==> config.mk <==
export PLATFORM = sky130hd
export DESIGN_NAME = key_uart_tx
export DESIGN_NICKNAME = d
export VERILOG_FILES = /design/src/rtl/key_uart_tx.sv
export SDC_FILE = /design/constraint.sdc
export NUM_CORES = 1
export LEC_CHECK = 0
export BUFFER_PORTS_ARGS = -buffer_cell sky130_fd_sc_hd__buf_2
export CAP_MARGIN = 20
export CORE_ASPECT_RATIO = 1.25
export CORE_MARGIN = 2
export CORE_UTILIZATION = 40
export CTS_CLUSTER_DIAMETER = 150
export DETAILED_ROUTE_END_ITERATION = 10
export HOLD_SLACK_MARGIN = 0.1
export PLACE_DENSITY = 0.57
export SLEW_MARGIN = 25
export SYNTH_ARGS = -nofsm -noshare
export SYNTH_HDL_FRONTEND = slang
export SYNTH_SLANG_ARGS = --single-unit
==> constraint.sdc <==
create_clock -name clk -period 6.59 [get_ports clk]
set_input_delay 1.318 -clock clk [delete_from_list [all_inputs] [get_ports clk]]
set_output_delay 1.318 -clock clk [all_outputs]
set_load 0.01 [all_outputs]
==> src/rtl/key_uart_tx.sv <==
// Keypad-to-UART bridge: change-detects key_val, queues characters, sends 8N1 frames.
// Define UART_PARITY_EN to insert an even-parity bit and send 8E1 frames.
module key_uart_tx #(
    parameter int CLK_FREQ   = 50000000,
    parameter int BAUD       = 9600,
    parameter int FIFO_DEPTH = 4
) (
    input  logic                          clk,
    input  logic                          rst,
    input  logic [7:0]                    key_val,
    output logic                          tx,
    output logic                          busy,
    output logic [$clog2(FIFO_DEPTH):0]   fifo_count,
    output logic                          overflow
);
    localparam int BIT_CYCLES = CLK_FREQ / BAUD;
    localparam int AW         = $clog2(FIFO_DEPTH);
    localparam int CW         = AW + 1;
    localparam int BW         = $clog2(BIT_CYCLES);

    typedef enum logic [2:0] {
        S_IDLE,
        S_START,
        S_DATA,
`ifdef UART_PARITY_EN
        S_PARITY,
`endif
        S_STOP
    } state_t;

    state_t          r_state, w_state_nxt;
    logic            r_tx, w_tx_nxt;
    logic            r_busy;
    logic            r_ovf;
    logic [7:0]      r_prev;
    logic [BW-1:0]   r_baud, w_baud_nxt;
    logic [2:0]      r_bit, w_bit_nxt;
    logic [7:0]      r_shift, w_shift_nxt;
    logic [7:0]      r_mem [FIFO_DEPTH];
    logic [AW-1:0]   r_wr, r_rd;
    logic [CW-1:0]   r_count, w_count_nxt;
`ifdef UART_PARITY_EN
    logic            r_par;
`endif

    logic w_push_req, w_full, w_push, w_pop, w_drop, w_baud_end;

    assign w_push_req = (key_val != r_prev) && (key_val != 8'h00);
    assign w_full     = (r_count == CW'(FIFO_DEPTH));
    assign w_push     = w_push_req && (!w_full || w_pop);
    assign w_drop     = w_push_req && w_full && !w_pop;
    assign w_baud_end = (r_baud == BW'(BIT_CYCLES - 1));

    always_comb begin
        w_count_nxt = r_count;
        if (w_push && !w_pop)
            w_count_nxt = r_count + 1'b1;
        else if (!w_push && w_pop)
            w_count_nxt = r_count - 1'b1;
    end

    always_comb begin
        w_state_nxt = r_state;
        w_tx_nxt    = r_tx;
        w_baud_nxt  = r_baud + 1'b1;
        w_bit_nxt   = r_bit;
        w_shift_nxt = r_shift;
        w_pop       = 1'b0;
        unique case (r_state)
            S_IDLE: begin
                w_baud_nxt = '0;
                w_tx_nxt   = 1'b1;
                if (r_count != '0) begin
                    w_pop       = 1'b1;
                    w_tx_nxt    = 1'b0;
                    w_state_nxt = S_START;
                end
            end
            S_START: begin
                if (w_baud_end) begin
                    w_baud_nxt  = '0;
                    w_bit_nxt   = '0;
                    w_tx_nxt    = r_shift[0];
                    w_shift_nxt = r_shift >> 1;
                    w_state_nxt = S_DATA;
                end
            end
            S_DATA: begin
                if (w_baud_end) begin
                    w_baud_nxt = '0;
                    if (r_bit == 3'd7) begin
`ifdef UART_PARITY_EN
                        w_tx_nxt    = r_par;
                        w_state_nxt = S_PARITY;
`else
                        w_tx_nxt    = 1'b1;
                        w_state_nxt = S_STOP;
`endif
                    end else begin
                        w_bit_nxt   = r_bit + 1'b1;
                        w_tx_nxt    = r_shift[0];
                        w_shift_nxt = r_shift >> 1;
                    end
                end
            end
`ifdef UART_PARITY_EN
            S_PARITY: begin
                if (w_baud_end) begin
                    w_baud_nxt  = '0;
                    w_tx_nxt    = 1'b1;
                    w_state_nxt = S_STOP;
                end
            end
`endif
            S_STOP: begin
                if (w_baud_end) begin
                    w_baud_nxt = '0;
                    // back-to-back: next start bit follows the stop bit directly
                    if (r_count != '0) begin
                        w_pop       = 1'b1;
                        w_tx_nxt    = 1'b0;
                        w_state_nxt = S_START;
                    end else begin
                        w_tx_nxt    = 1'b1;
                        w_state_nxt = S_IDLE;
                    end
                end
            end
            default: begin
                w_tx_nxt    = 1'b1;
                w_state_nxt = S_IDLE;
            end
        endcase
        if (w_pop)
            w_shift_nxt = r_mem[r_rd];
    end

    always_ff @(posedge clk) begin
        if (w_push)
            r_mem[r_wr] <= key_val;
    end

    always_ff @(posedge clk or posedge rst) begin
        if (rst) begin
            r_state <= S_IDLE;
            r_tx    <= 1'b1;
            r_busy  <= 1'b0;
            r_ovf   <= 1'b0;
            r_prev  <= 8'h00;
            r_baud  <= '0;
            r_bit   <= '0;
            r_shift <= '0;
            r_wr    <= '0;
            r_rd    <= '0;
            r_count <= '0;
        end else begin
            r_state <= w_state_nxt;
            r_tx    <= w_tx_nxt;
            r_busy  <= (w_state_nxt != S_IDLE) || (w_count_nxt != '0);
            r_prev  <= key_val;
            r_baud  <= w_baud_nxt;
            r_bit   <= w_bit_nxt;
            r_shift <= w_shift_nxt;
            r_count <= w_count_nxt;
            if (w_drop)
                r_ovf <= 1'b1;
            if (w_push)
                r_wr <= r_wr + 1'b1;
            if (w_pop)
                r_rd <= r_rd + 1'b1;
        end
    end

`ifdef UART_PARITY_EN
    always_ff @(posedge clk or posedge rst) begin
        if (rst)
            r_par <= 1'b0;
        else if (w_pop)
            r_par <= ^r_mem[r_rd];
    end
`endif

    assign tx         = r_tx;
    assign busy       = r_busy;
    assign fifo_count = r_count;
    assign overflow   = r_ovf;

endmodule
# [Word level (Yosys, flattened, before mapping)]
# Memory sizes are Yosys's and may differ from the RTL's.
# Index checks and enable logic that the tools add are counted.
[word_totals] register_bits=45 ramBits=32 input_bits=10 output_inout_bits=6 wordCells=85 n_memories=1
[mem_list] memory="r_mem" words=4 width=8 read_ports=1 rd_clocked_by_memory_dff=0 write_ports=1 line="39" source="logic [7:0] r_mem [FIFO_DEPTH];"
[classes] add_sub_neg=6 n_eq_ne=14 muxes=31 n_reduce_logical=22
[ops] op="8-bit 2-to-1 mux" n=4
[ops] op="3-bit 2-to-1 mux" n=10
[ops] op="13-bit case mux with 2 select lines" n=1
[ops] op="8-bit case mux with 2 select lines" n=1
[ops] op="13-bit by 1-bit adder with 13-bit output (second input constant)" n=1
[ops] op="13-bit == test (second input constant)" n=1
[ops] op="13-bit 2-to-1 mux" n=1
[ops] op="3-bit case mux with 4 select lines" n=1
[ops] op="3-bit nonzero test" n=4
[ops] op="1-bit 2-to-1 mux" n=10
[ops] op="3-bit != test (second input constant)" n=3
[ops] op="2-bit != test (second input constant)" n=4
[ops] op="8-bit != test" n=1
[ops] op="4-bit AND reduction" n=2
[ops] op="8-bit nonzero test" n=1
[ops] op="3-bit by 1-bit adder with 3-bit output (second input constant)" n=2
[ops] op="3-bit by 2-bit == test with 1-bit output (second input constant)" n=2
[ops] op="3-bit == test (second input constant)" n=2
[ops] op="1-bit logical AND" n=6
[ops] op="3-bit case mux with 2 select lines" n=1
[ops] op="2-bit by 1-bit adder with 2-bit output (second input constant)" n=2
[ops] op="1-bit case mux with 4 select lines" n=1
[ops] op="3-bit by 1-bit == test with 1-bit output (second input constant)" n=1
[ops] op="1-bit logical NOT" n=3
[ops] op="other kinds (7)" n=8

# [Logic depth before layout (Yosys ltp)]
[depth] depth_word=12 ltp_mapped=9 depth_no_buf=8

# [Worst setup path before layout]
# No wires, ideal clock.
[synth_path] path_type="input port to flip-flop" start="in key_val[4]" end="reg r_busy, in the netlist busy" setup_ps=118 arrival_time_ps=2609 t_required_ps=6472 slack_ps=3863 cell_stages=6 n_path_buf=0 path_cell_list="xnor2_1 nand4_1 o21ai_1 nor2_1 or4_1 a21o_1"
[synth_between] elab_chain_cells=9 word_cells_on_any_way=11 cone_classes="eq/ne: 1; mux: 2; reduce/logical: 8"
[synth_lines] element="from (decl)" line="10" source="input logic [7:0] key_val,"
[synth_lines] element="8-bit != test / 8-bit nonzero test (equally long branches)" line="48" source="assign w_push_req = (key_val != r_prev) && (key_val != 8'h00);"
[synth_lines] element="1-bit logical AND (*)" line="48"
[synth_lines] element="1-bit logical AND (*)" line="50" source="assign w_push = w_push_req && (!w_full || w_pop);"
[synth_lines] element="1-bit logical NOT" line="58" source="else if (!w_push && w_pop)"
[synth_lines] element="1-bit logical AND" line="58"
[synth_lines] element="3-bit 2-to-1 mux" line="58"
[synth_lines] element="3-bit 2-to-1 mux (*)" line="56" source="if (w_push && !w_pop)"
[synth_lines] element="3-bit nonzero test (*)" line="159" source="r_busy <= (w_state_nxt != S_IDLE) || (w_count_nxt != '0);"
[synth_lines] element="1-bit logical OR (*)" line="159"
[synth_lines] element="to (signal assigned)" line="159"
[synth_lines] element="to (decl)" line="33" source="logic r_busy;"
# Every way passes the cells marked *; elsewhere a longest branch is shown, timed or not.
# A chain may end at the register's enable or synchronous reset.

# [Final worst setup path]
[layout_path] start="reg r_baud[3]" end="mem r_mem[1][7] (enable)"
[layout_between] elab_chain_cells=7
[layout_lines] element="from (decl)" line="36" source="logic [BW-1:0] r_baud, w_baud_nxt;"
[layout_lines] element="from (signal assigned)" line="161" source="r_baud <= w_baud_nxt;"
[layout_lines] element="13-bit == test" line="52" source="assign w_baud_end = (r_baud == BW'(BIT_CYCLES - 1));"
[layout_lines] element="1-bit 2-to-1 mux" line="116" source="if (w_baud_end) begin"
[layout_lines] element="1-bit case mux with 2 select lines" line="69" source="unique case (r_state)"
[layout_lines] element="1-bit logical OR" line="50"
[layout_lines] element="1-bit logical AND" line="50"
[layout_lines] element="1-bit 2-to-1 mux" line="139" source="if (w_push)"
[layout_lines] element="1-bit 2-to-1 mux (not written as such)" line="140" source="r_mem[r_wr] <= key_val;"
[layout_lines] element="to (decl)" line="39"
# Every way passes these cells.

==> run_results.csv <==
group,metric,value,unit
status,status,"complete, no violations",
cts,h-tree-depth,3,
timing,rsz0062_at_grt,"false",
cts,cts.sinks,77,
yosys,ys_ff_latch,77,
timing,holdWs,476,ps
grt,antenna_found_initial,0,
layout,drive_above_1_share,14.5,%
yosys,avgSynthCellArea,12.8,um^2
yosys,yosys.area_share.simple,12.9,%
yosys,async_flop_share,58.4,%
timing,clock.fmax,318,MHz
layout,diodes,0,
cts,cts_resized,0,
grt,grt_overflow_total,0,
floorplanning,initial_core_util,41.3,%
placed_design,portBuffers,15,
yosys,synth_cells,267,
floorplanning,core,8240,um^2
critical_path,cp.required,6590,ps
critical_path,cp_cell_sequence,"or4b_4 -> nor4_1 -> nor2_1 -> o21ai_0 -> nor2b_1 -> and2_1",
worst_hold_path,hold_path_class,"reg -> reg",
floorplanning,die_y,107,um
yosys,syn-num-nets,287,
timing,hold_viol_final,0,
cts,cts_buffers,9,
critical_path,cp_data_arrival_time,3140,ps
power,p_leak,1.49,nW
floorplanning,ios,16,
detailed_routing,wl_per_cell,14.6,um
yosys,synth_top_flop_cell,"dfrtp_1",
yosys,yosysUniqueCellTypes,44,
cts,clk_pin_slew,70,ps
detailed_routing,first_iter_violations,73,
timing,slew_violations,0,
layout,fin_util,45.4,%
yosys,synth-xor-area-share,6.43,%
grt,grt_pass1_wl,9750,um
layout,area_delta_synth_final,9.84,%
detailed_routing,vias_per_cell,5.22,
yosys,yosys_warnings,0,
yosys,syn_area,3410,um^2
timing,tightest_slew,862,ps
cts,hold_buffers,0,
placed_design,gp_congestion,0.750,
critical_path,crit_type,"reg -> reg",
power,power_density,382,nW/um^2
grt,grt_max_degree,46,
yosys,synth_edf_count,32,
placed_design,dp_slack,3390,ps
critical_path,cp_top_family,"simple AND/OR/NAND/NOR gates",
floorplanning,rows,37,
timing,fin_crit_sh,47.7,%
timing,relSlewSlack,42.4,%
floorplanning,die_w,86.5,um
flow_run,maxCapViolCount,0,
critical_path,start_kind,"flop",
yosys,synth-compound-area-share,6.02,%
timing,setup_slack,3450,ps
critical_path,crit_path_end_kind,"flop",
grt,first_global_vias,1974,
layout,fin_area,3740,um^2
critical_path,critPathSlowestCell,"or4b_4",
critical_path,cp_num_buf_inv,0,
power,ir_worst_vdd,0.000230,V
cts,insertion_delay,350,ps
detailed_routing,postRouteAntennaNets,0,
cts,root_buffer,"clkbuf_8",
timing,layout_min_cycle_time,3140,ps
detailed_routing,drt_pass1_iterations,4,
cts,clockBufferDepth,2,
placed_design,hpwl,3860,um
layout,nFillCells,750,
grt,grt_util_all_layers,14.0,%
cts,cts_tree,"built",
floorplanning,dieArea,9280,um^2
detailed_routing,drt_wl_total,5650,um
layout,fin_nets,304,
critical_path,max_stage_delay,570,ps
detailed_routing,route.detailed.drc,0,
yosys,muxShareOfSynthArea,7.09,%
timing,finClkSkew,5.95,ps
critical_path,crit_fanout,8,
placed_design,dpl-instance-area,3560,um^2
yosys,synth_top_family_by_area,"simple AND/OR/NAND/NOR gates",
detailed_routing,vias,2014,
timing,finalSetupViolCount,0,
yosys,synth_fa_ha_area_share,3.67,%
timing,fin_setup_tns,0,ps
yosys,yosysSeqAreaShare,61.3,%
cts,postCtsSetupBuffers,0,
## per-layer routing
layer / vias to the layer above / wire length [um] / global-route usage, %
met1: 1003 / 2490 / 16.7
met3: 16 / 148 / 3.23
met5: - / 0 / 0
li1: 973 / - / -
met4: 0 / 145 / 8.37
met2: 22 / 2860 / 23.0
## cells in the final DEF (no fill, tap or decap), drive strengths merged, types with 2 or more instances in the layout
cell type  count
or4            2
nand4          3
nand2b         2
clkbuf        10
or3            2
edfxtp        32
and3           3
and2           6
nor2b          4
buf           15
xor2           6
ha            10
a21o           2
o21ai         15
mux2i          5
o211ai         2
a221o          3
a21oi          3
nor2          29
nand2         23
mux4           8
inv           10
xnor2         19
nand3          3
or4b           2
a211o          2
nor4           4
dfrtp         44
nor3           4
clkinv         5
## stage by stage
step,instances,total power [W]
after floorplan,267,0.00101
after global placement,370,0.00111
after detailed placement,370,0.00111
after CTS,386,0.00145
after global routing,386,0.00152
final,386,0.00143
## power by group
part / switching (W) / total [W] / internal, W / leakage (nW)
Clock: 0.000166 / 0.000337 / 0.000171 / 0.0911
Sequential: 0.0000868 / 0.000735 / 0.000648 / 0.857
Combinational: 0.000186 / 0.000357 / 0.000171 / 0.543
## kinds of logic after synthesis
family / Yosys count
compound gates: 32
xor+xnor: 25
fa+ha+maj: 10
buf+inv: 20
flops: 77
mux: 14
other cells: 1
simple gates: 88
## cell usage after synthesis, types with 2 or more instances
cell type	count	area, um^2
buf_1	2	7.51
nand4_1	3	18.8
nor2b_1	3	18.8
o21ai_0	13	65.1
a211o_1	2	17.5
a21oi_1	3	15.0
and3_1	3	18.8
o21ai_1	2	10.0
nor3_1	4	20.0
mux2i_1	5	50.1
xnor2_1	19	166
nand2b_1	2	12.5
a21o_1	2	15.0
nand2_1	23	86.3
clkbuf_1	5	18.8
nand3_1	3	15.0
xor2_1	6	52.6
mux4_2	8	180
nor4_1	4	25.0
ha_1	10	125
inv_1	11	41.3
a221o_1	3	30.0
o211ai_1	2	15.0
or3_1	2	12.5
and2_1	6	37.5
edfxtp_1	32	961
dfrtp_1	44	1100
nor2_1	29	109
## flip-flops by register name, indices dropped and copies added, names as in the netlist
signal and count:
busy 1, fifo_count 3, overflow 1, r_baud 13, r_bit 3, r_mem 32, r_prev 8, r_rd 2
r_shift 8, r_state 3, r_wr 2, tx 1
## worst register-to-register path: stages (launching register included)
cell and delay, ps:
dfrtp_1 440, or4b_4 570, nor4_1 520, nor2_1 80, o21ai_0 280, nor2b_1 400
and2_1 500
## layout make-up
cell class / count / area (um^2) / area share, %
tap: 97 / 121 / 3.24
timing repair buffer: 15 / 75.1 / 2.01
sequential: 77 / 2090 / 55.8
inverter: 11 / 42.5 / 1.14
clock buffer: 10 / 128 / 3.41
clock inverter: 6 / 55.1 / 1.47
multi-input combinational: 170 / 1230 / 32.9
## path summary, 6_finish.rpt
check,start,to,slack (ps),cells past startpoint
max in group asynchronous,rst,r_shift[5],5040,2
max reg2reg,r_baud[3],r_mem[1][7],3450,6
min in group asynchronous,rst,r_prev[5],1070,2
min,r_baud[0],r_baud[0],480,1
min reg2reg,r_baud[0],r_baud[0],480,1
max,r_baud[3],r_mem[1][7],3450,6
Note: power is estimated with default switching activity, not from simulation.
